**config.mk**
```make
export PLATFORM = sky130hd
export DESIGN_NAME = bmm_reduce
export DESIGN_NICKNAME = d
export VERILOG_FILES = /design/src/rtl/bmm_reduce.sv
export SDC_FILE = /design/constraint.sdc
export NUM_CORES = 1
export LEC_CHECK = 0
export CORE_MARGIN = 4
export CORE_UTILIZATION = 54
export CTS_BUF_LIST = sky130_fd_sc_hd__clkbuf_16
export DETAILED_ROUTE_END_ITERATION = 6
export GPL_TIMING_DRIVEN = 0
export PLACE_DENSITY = 0.79
export SETUP_SLACK_MARGIN = 0.5
export SYNTH_ARGS = -nofsm -noshare
export SYNTH_HDL_FRONTEND = slang
export SYNTH_SLANG_ARGS = --single-unit
```
**constraint.sdc**
```tcl
create_clock -name clk -period 5.75 [get_ports clk]
set_clock_uncertainty 0.05 [all_clocks]
set_input_delay 1.725 -clock clk [delete_from_list [all_inputs] [get_ports clk]]
set_output_delay 1.725 -clock clk [all_outputs]
set_load 0.005 [all_outputs]
```
**src/rtl/bmm_reduce.sv**
```systemverilog
// bmm_reduce: final modular reduction stage behind a BMM multiplier.
// Takes the unreduced (SIZEM+1)-bit result O and subtracts M repeatedly
// until it drops below M. The result is then held on a valid/ready output.
// M == 0 is flagged through err instead of looping forever.
module bmm_reduce #(
  parameter int SIZEM = 8
) (
  input  logic             clk,
  input  logic             rst,
  input  logic [SIZEM-1:0] M,
  input  logic [SIZEM:0]   O,
  input  logic             in_valid,
  output logic             in_ready,
  output logic [SIZEM-1:0] R,
  output logic             out_valid,
  input  logic             out_ready,
  output logic [SIZEM:0]   sub_cnt,
  output logic             err,
  output logic             ovf
);

  typedef enum logic [1:0] {
    S_IDLE = 2'd0,
    S_SUB  = 2'd1,
    S_OUT  = 2'd2
  } state_t;

  state_t           r_state;
  logic [SIZEM:0]   r_acc;
  logic [SIZEM-1:0] r_mod;
  logic [SIZEM-1:0] r_r;
  logic [SIZEM:0]   r_sub_cnt;
  logic             r_err;
  logic             r_ovf;
  logic             r_in_ready;
  logic             r_out_valid;

  logic [SIZEM:0]   w_mod_ext;
  logic             w_ge;
  logic [SIZEM:0]   w_diff;

  // Compare and subtract are both done at SIZEM+1 bits so O up to 2^(SIZEM+1)-1 works.
  always_comb begin
    w_mod_ext = {1'b0, r_mod};
    w_ge      = (r_acc >= w_mod_ext);
    w_diff    = r_acc - w_mod_ext;
  end

  // Main FSM. All outputs are registered, so in_ready and out_valid always match the state.
  always_ff @(posedge clk or posedge rst) begin
    if (rst) begin
      r_state     <= S_IDLE;
      r_acc       <= '0;
      r_mod       <= '0;
      r_r         <= '0;
      r_sub_cnt   <= '0;
      r_err       <= 1'b0;
      r_ovf       <= 1'b0;
      r_in_ready  <= 1'b1;
      r_out_valid <= 1'b0;
    end else begin
      case (r_state)
        S_IDLE: begin
          if (in_valid) begin
            r_sub_cnt <= '0;
            r_mod     <= M;
            if (M == '0) begin
              // A zero modulus would never terminate, so report err with R = 0 at once.
              r_acc       <= '0;
              r_r         <= '0;
              r_err       <= 1'b1;
              r_state     <= S_OUT;
              r_in_ready  <= 1'b0;
              r_out_valid <= 1'b1;
            end else begin
              r_acc      <= O;
              r_err      <= 1'b0;
              r_state    <= S_SUB;
              r_in_ready <= 1'b0;
            end
          end
        end
        S_SUB: begin
          if (in_valid) begin
            r_ovf <= 1'b1;
          end
          if (w_ge) begin
            // r_mod is nonzero here, so the loop ends within 2^(SIZEM+1)-1 steps.
            // That count still fits in sub_cnt.
            r_acc     <= w_diff;
            r_sub_cnt <= r_sub_cnt + 1'b1;
          end else begin
            r_r         <= r_acc[SIZEM-1:0];
            r_state     <= S_OUT;
            r_out_valid <= 1'b1;
          end
        end
        S_OUT: begin
          if (in_valid) begin
            r_ovf <= 1'b1;
          end
          // R, sub_cnt and err stay untouched here. They remain stable under backpressure.
          if (out_ready) begin
            r_state     <= S_IDLE;
            r_out_valid <= 1'b0;
            r_in_ready  <= 1'b1;
          end
        end
        default: begin
          r_state     <= S_IDLE;
          r_in_ready  <= 1'b1;
          r_out_valid <= 1'b0;
        end
      endcase
    end
  end

  // Output ports come straight from registers.
  always_comb begin
    in_ready  = r_in_ready;
    out_valid = r_out_valid;
    R         = r_r;
    sub_cnt   = r_sub_cnt;
    err       = r_err;
    ovf       = r_ovf;
  end

endmodule
```
# ---- After elaboration in Yosys (flattened, before gate mapping)
# Index checks and enable logic that the tools add are counted.
dict set report word_totals {
  register_bits 40
  latchBits 0
  ramBits 0
  rom_bits 0
  inputBits 21
  out_inout_bits 21
  word_cells 56
  n_memories 0
}
dict set report op_classes {
  add_sub_neg 2
  multipliers 0
  n_div 0
  magnitude_cmp 1
  eq_ne 7
  shifts 0
  mux 25
  n_bitwise 1
  n_reduce_logical 11
}
# cell count
set op_table {}
lappend op_table {{9-bit two-way mux} 5}
lappend op_table {{9-bit case mux with 2 select lines} 2}
lappend op_table {{8-bit two-way mux} 3}
lappend op_table {{8-bit case mux with 2 select lines} 1}
lappend op_table {{2-bit inequality test (second input constant)} 5}
lappend op_table {{9-bit by 1-bit adder with 9-bit output (second input constant)} 1}
lappend op_table {{9-bit by 8-bit greater-or-equal comparator with 1-bit output} 1}
lappend op_table {{3-bit AND reduction} 3}
lappend op_table {{9-bit by 8-bit subtractor with 9-bit output} 1}
lappend op_table {{8-bit zero test} 1}
lappend op_table {{2-bit two-way mux} 4}
lappend op_table {{4-bit AND reduction} 2}
lappend op_table {{1-bit two-way mux} 7}
lappend op_table {{1-bit case mux with 3 select lines} 2}
lappend op_table {{2-bit case mux with 3 select lines} 1}
lappend op_table {{2-bit AND reduction} 2}
lappend op_table {{2-bit by 1-bit equality test with 1-bit output (second input constant)} 1}
lappend op_table {{2-bit equality test (second input constant)} 1}
lappend op_table {{2-bit zero test} 1}
lappend op_table {{2-bit nonzero test} 1}
lappend op_table {{2-bit OR reduction} 1}
lappend op_table {{1-bit NOT} 1}

# ---- Depth between registers and ports, before layout
dict set report depth {
  word_depth 4
  depth_mapped 10
}

# ---- Worst setup path before layout
# OpenSTA, ideal clock, no wires.
dict set report synth_path {
  path_kind {input -> register}
  from {in M[4]}
  to {reg r_r[1] (netlist: R[1])}
  setup_ps 127
  t_arrival_ps 2926
  slack_ps 2647
  stages 7
  cell_sequence {nor4_1 > nand2_1 > o21ai_2 > nand3_1 > buf_2 > nand3_1 > o21ai_0}
}
dict set report synth_via {
  elab_chain_cells 3
}
# element line
set synth_lines {}
lappend synth_lines {{start: declaration} 10} ;# input logic [SIZEM-1:0] M,
lappend synth_lines {{8-bit zero test} 67} ;# if (M == '0) begin
lappend synth_lines {{2-bit inequality test (no line)} n/a}
lappend synth_lines {{4-bit AND reduction (no line)} n/a}
lappend synth_lines {{end signal: assignment} 93} ;# r_r <= r_acc[SIZEM-1:0];
lappend synth_lines {{end: declaration} 31} ;# logic [SIZEM-1:0] r_r;
# Every way passes these cells.
# A chain may end at the register's enable or synchronous reset.

# ---- Worst setup path after layout
dict set report layout_path {
  from {in M[4]}
  to {reg r_r[0] (netlist: R[0])}
}
# The elaborated chain is that of the path after synthesis.

==> results.py <==
metrics = {
    "run_status": {
        "outcome": "finished clean",
    },
    "setup_path": {
        "cp.required_ns": 5.86,
        "critPathTopFamily": "simple AND/OR/NAND/NOR gates",
        "cp_slowest_cell": "clkdlybuf4s50_1",
        "worstSetupPathType": "in -> reg",
        "crit_fanout": 10,
        "cp_common_cell": "nand3_1",
        "start_kind": "input pin",
        "cp_cell_sequence": "clkdlybuf4s50_1, nor4_1, nand2_1, o21ai_2, nand3_1, buf_2, nand3_1, o21ai_0",
        "crit_path_end_kind": "flip-flop",
        "path_buf_inv": 2,
        "crit_arrival_ns": 3.83,
        "crit_path_max_incr_delay_ns": 0.42,
    },
    "clocking": {
        "cts_resized": 0,
        "path_clk_slew_ns": 0.06,
        "numClockSinks": 40,
        "numCtsBuffers": 5,
        "clk_path_buf_depth": 2,
        "clk_latency_ns": 0.28,
        "cts_tree": "done",
        "cts_root_buf": "clkbuf_16",
        "holdBufCountCts": 0,
        "htree_levels": 2,
        "postCtsSetupRepairBufs": 0,
    },
    "synthesis": {
        "yosys-top-cells-area": "dfrtp_1, ha_1, o21ai_0, nand3_1, mux2_2",
        "ys_ff_latch": 40,
        "synth_fp_nets": 302,
        "synth_top_area_frac": 0.398,
        "yosysTopAreaCell": "dfrtp_1",
        "yosysSeqAreaShare": 0.409,
        "synthArstFlopShare": 1.00,
        "postSynthAreaPerCell_sq_um": 9.15,
        "ys_types": 53,
        "yosysWarnings": 0,
        "syn_area_sq_mm": 0.00245,
        "syn_inst": 268,
        "synth_ff_type": "dfrtp_1",
        "synth_edf_count": 0,
    },
    "routing": {
        "wire_per_inst_um": 15.6,
        "drtIter0Drc": 132,
        "via_per_inst": 5.81,
        "detail-route-antenna-nets": 0,
        "firstDrtPassIters": 4,
        "drt_wl_total_mm": 5.77,
        "vias": 2144,
        "drc_errors": 0,
    },
    "floorplanning": {
        "die_h_um": 75.4,
        "start_util": 0.559,
        "die_area_sq_mm": 0.00568,
        "boundaryPins": 42,
        "dieWidth_um": 75.4,
        "core_area_sq_mm": 0.00438,
        "rows": 24,
    },
    "min_path": {
        "hp-class": "reg -> reg",
    },
    "job": {
        "drv_cap": 0,
    },
    "place": {
        "portBuffers": 41,
        "gp_congestion": 0.894,
        "hpwl_mm": 4.22,
    },
    "timing": {
        "fin_setup_tns_ns": 0,
        "fmax_mhz": 269,
        "worstMarginPinSlew_ns": 0.820,
        "hold_viol_final": 0,
        "rsz0062_at_grt": "false",
        "setup_viol": 0,
        "relSlewSlack": 0.453,
        "post-route-min-period_ns": 3.72,
        "drv_slew": 0,
        "finalCritPeriodShare": 0.646,
    },
    "power": {
        "ir_drop_uv": 348,
        "power.leakage_nw": 1.38,
        "power.density_mw_per_mm2": 621,
    },
    "final_layout": {
        "area_growth_pct": 28.2,
        "drive_above_1_share": 0.101,
        "final_core_util": 0.717,
        "final_nets": 350,
        "n_antenna_cell": 0,
    },
    "global_routing": {
        "grt_pass1_wl_mm": 9.63,
        "grt_use_total": 0.222,
        "grt_max_degree": 41,
        "grt_overflow_total": 0,
        "first_global_vias": 2102,
        "antenna_found_initial": 0,
    },
}
## cell families (layout without fill, tap and decap cells)
family	Yosys count	count (layout)	share of synthesized area
adder cells (fa/ha/maj)	13	13	0.0694
XOR/XNOR	4	4	0.0143
buffers and inverters	35	84	0.0618
AND/OR/NAND/NOR	92	92	0.200
AO/OA/AOI/OAI	72	72	0.192
multiplexers	12	12	0.0536
flip-flops	40	40	0.409
## sequential cells by signal (all words and copies together), names as in the netlist
name and count:
R 8, out_valid 1, r_mod 8, in_ready 1
r_acc 9, sub_cnt 9, ovf 1, r_state 2
err 1
## worst reg2reg max path: cells and delay by family (launching register included)
family | cells | cell delay, ns
AO/OA/AOI/OAI | 3 | 0.68
adder cells (fa/ha/maj) | 1 | 0.41
flip-flops | 1 | 0.41
multiplexers | 1 | 0.33
AND/OR/NAND/NOR | 2 | 0.45
## cell type report
type	instances	area [sq um]
buffer	12	65.1
clock buffer	5	125
clock inverter	3	90.1
fill	331	1240
inverter	23	86.3
multi-input combinational	193	1300
sequential	40	1000
tap	52	65.1
timing repair buffer	41	410
## cells in the mapped netlist, types with 4 or more instances
library cell	instances
clkbuf_1	5
nor3_1	5
a31oi_1	4
o211ai_1	4
dfrtp_1	39
inv_1	23
mux2_2	8
nand3_1	19
buf_2	4
nor2_1	13
a21oi_1	16
nand2b_1	5
o21ai_0	22
ha_1	12
nand3b_1	5
nand2_1	24
## per-layer routing
layer / vias up / track usage / wire [um]
met4: 0 / 0.0602 / 68
met2: 66 / 0.364 / 2780
met1: 1012 / 0.303 / 2610
li1: 1060 / - / -
met3: 6 / 0.0396 / 307
met5: - / 0 / 0
## metrics by stage
stage	cell area (sq um)	setup WS, ns	hold WS [ns]	power [W]	cells
final	3140	2.03	0.401	0.00195	369
after global routing	3140	1.83	0.438	0.00210	369
after CTS	3140	2.08	0.407	0.00194	369
after detailed placement	2930	1.79	0.394	0.00152	361
after global placement	2930	1.78	0.389	0.00149	361
after floorplan	2450	2.65	0.401	0.00124	268
## placed cells by master (no fill, tap or decap), drive strengths merged, types with 3 or more instances in the layout
cell / instances
o22a: 3
a211o: 3
nor4: 3
dfrtp: 39
nand2: 24
clkdlybuf4s50: 41
nand3b: 5
inv: 23
mux2: 9
and3: 4
nor2: 13
a31oi: 4
bufinv: 3
nor3: 5
nand3: 19
clkbuf: 10
xnor2: 3
ha: 12
mux2i: 3
a21oi: 17
buf: 7
o21ai: 23
a211oi: 3
nand2b: 6
o211ai: 4
or3: 3
## where the power goes
group | internal [W] | switching (W) | total, W
clock network | 0.000293 | 0.000112 | 0.000404
registers | 0.000396 | 0.0000841 | 0.000480
logic | 0.000482 | 0.000583 | 0.00107
## worst paths after layout
kind	from	endpoint	slack [ns]	cells past startpoint
worst max-delay path	M[4]	R[0]$_DFFE_PP0P_	2.03	8
worst min-delay path	ovf$_DFFE_PP0P_	ovf$_DFFE_PP0P_	0.40	1
worst max register to register	r_acc[3]$_DFFE_PP0P_	r_state[0]$_DFFE_PP0P_	3.30	7
worst min register to register	ovf$_DFFE_PP0P_	ovf$_DFFE_PP0P_	0.40	1
max in group asynchronous	rst	r_acc[8]$_DFFE_PP0P_	3.26	2
min in group asynchronous	rst	R[6]$_DFFE_PP0P_	1.88	2
(Power assumes the default switching activity.)
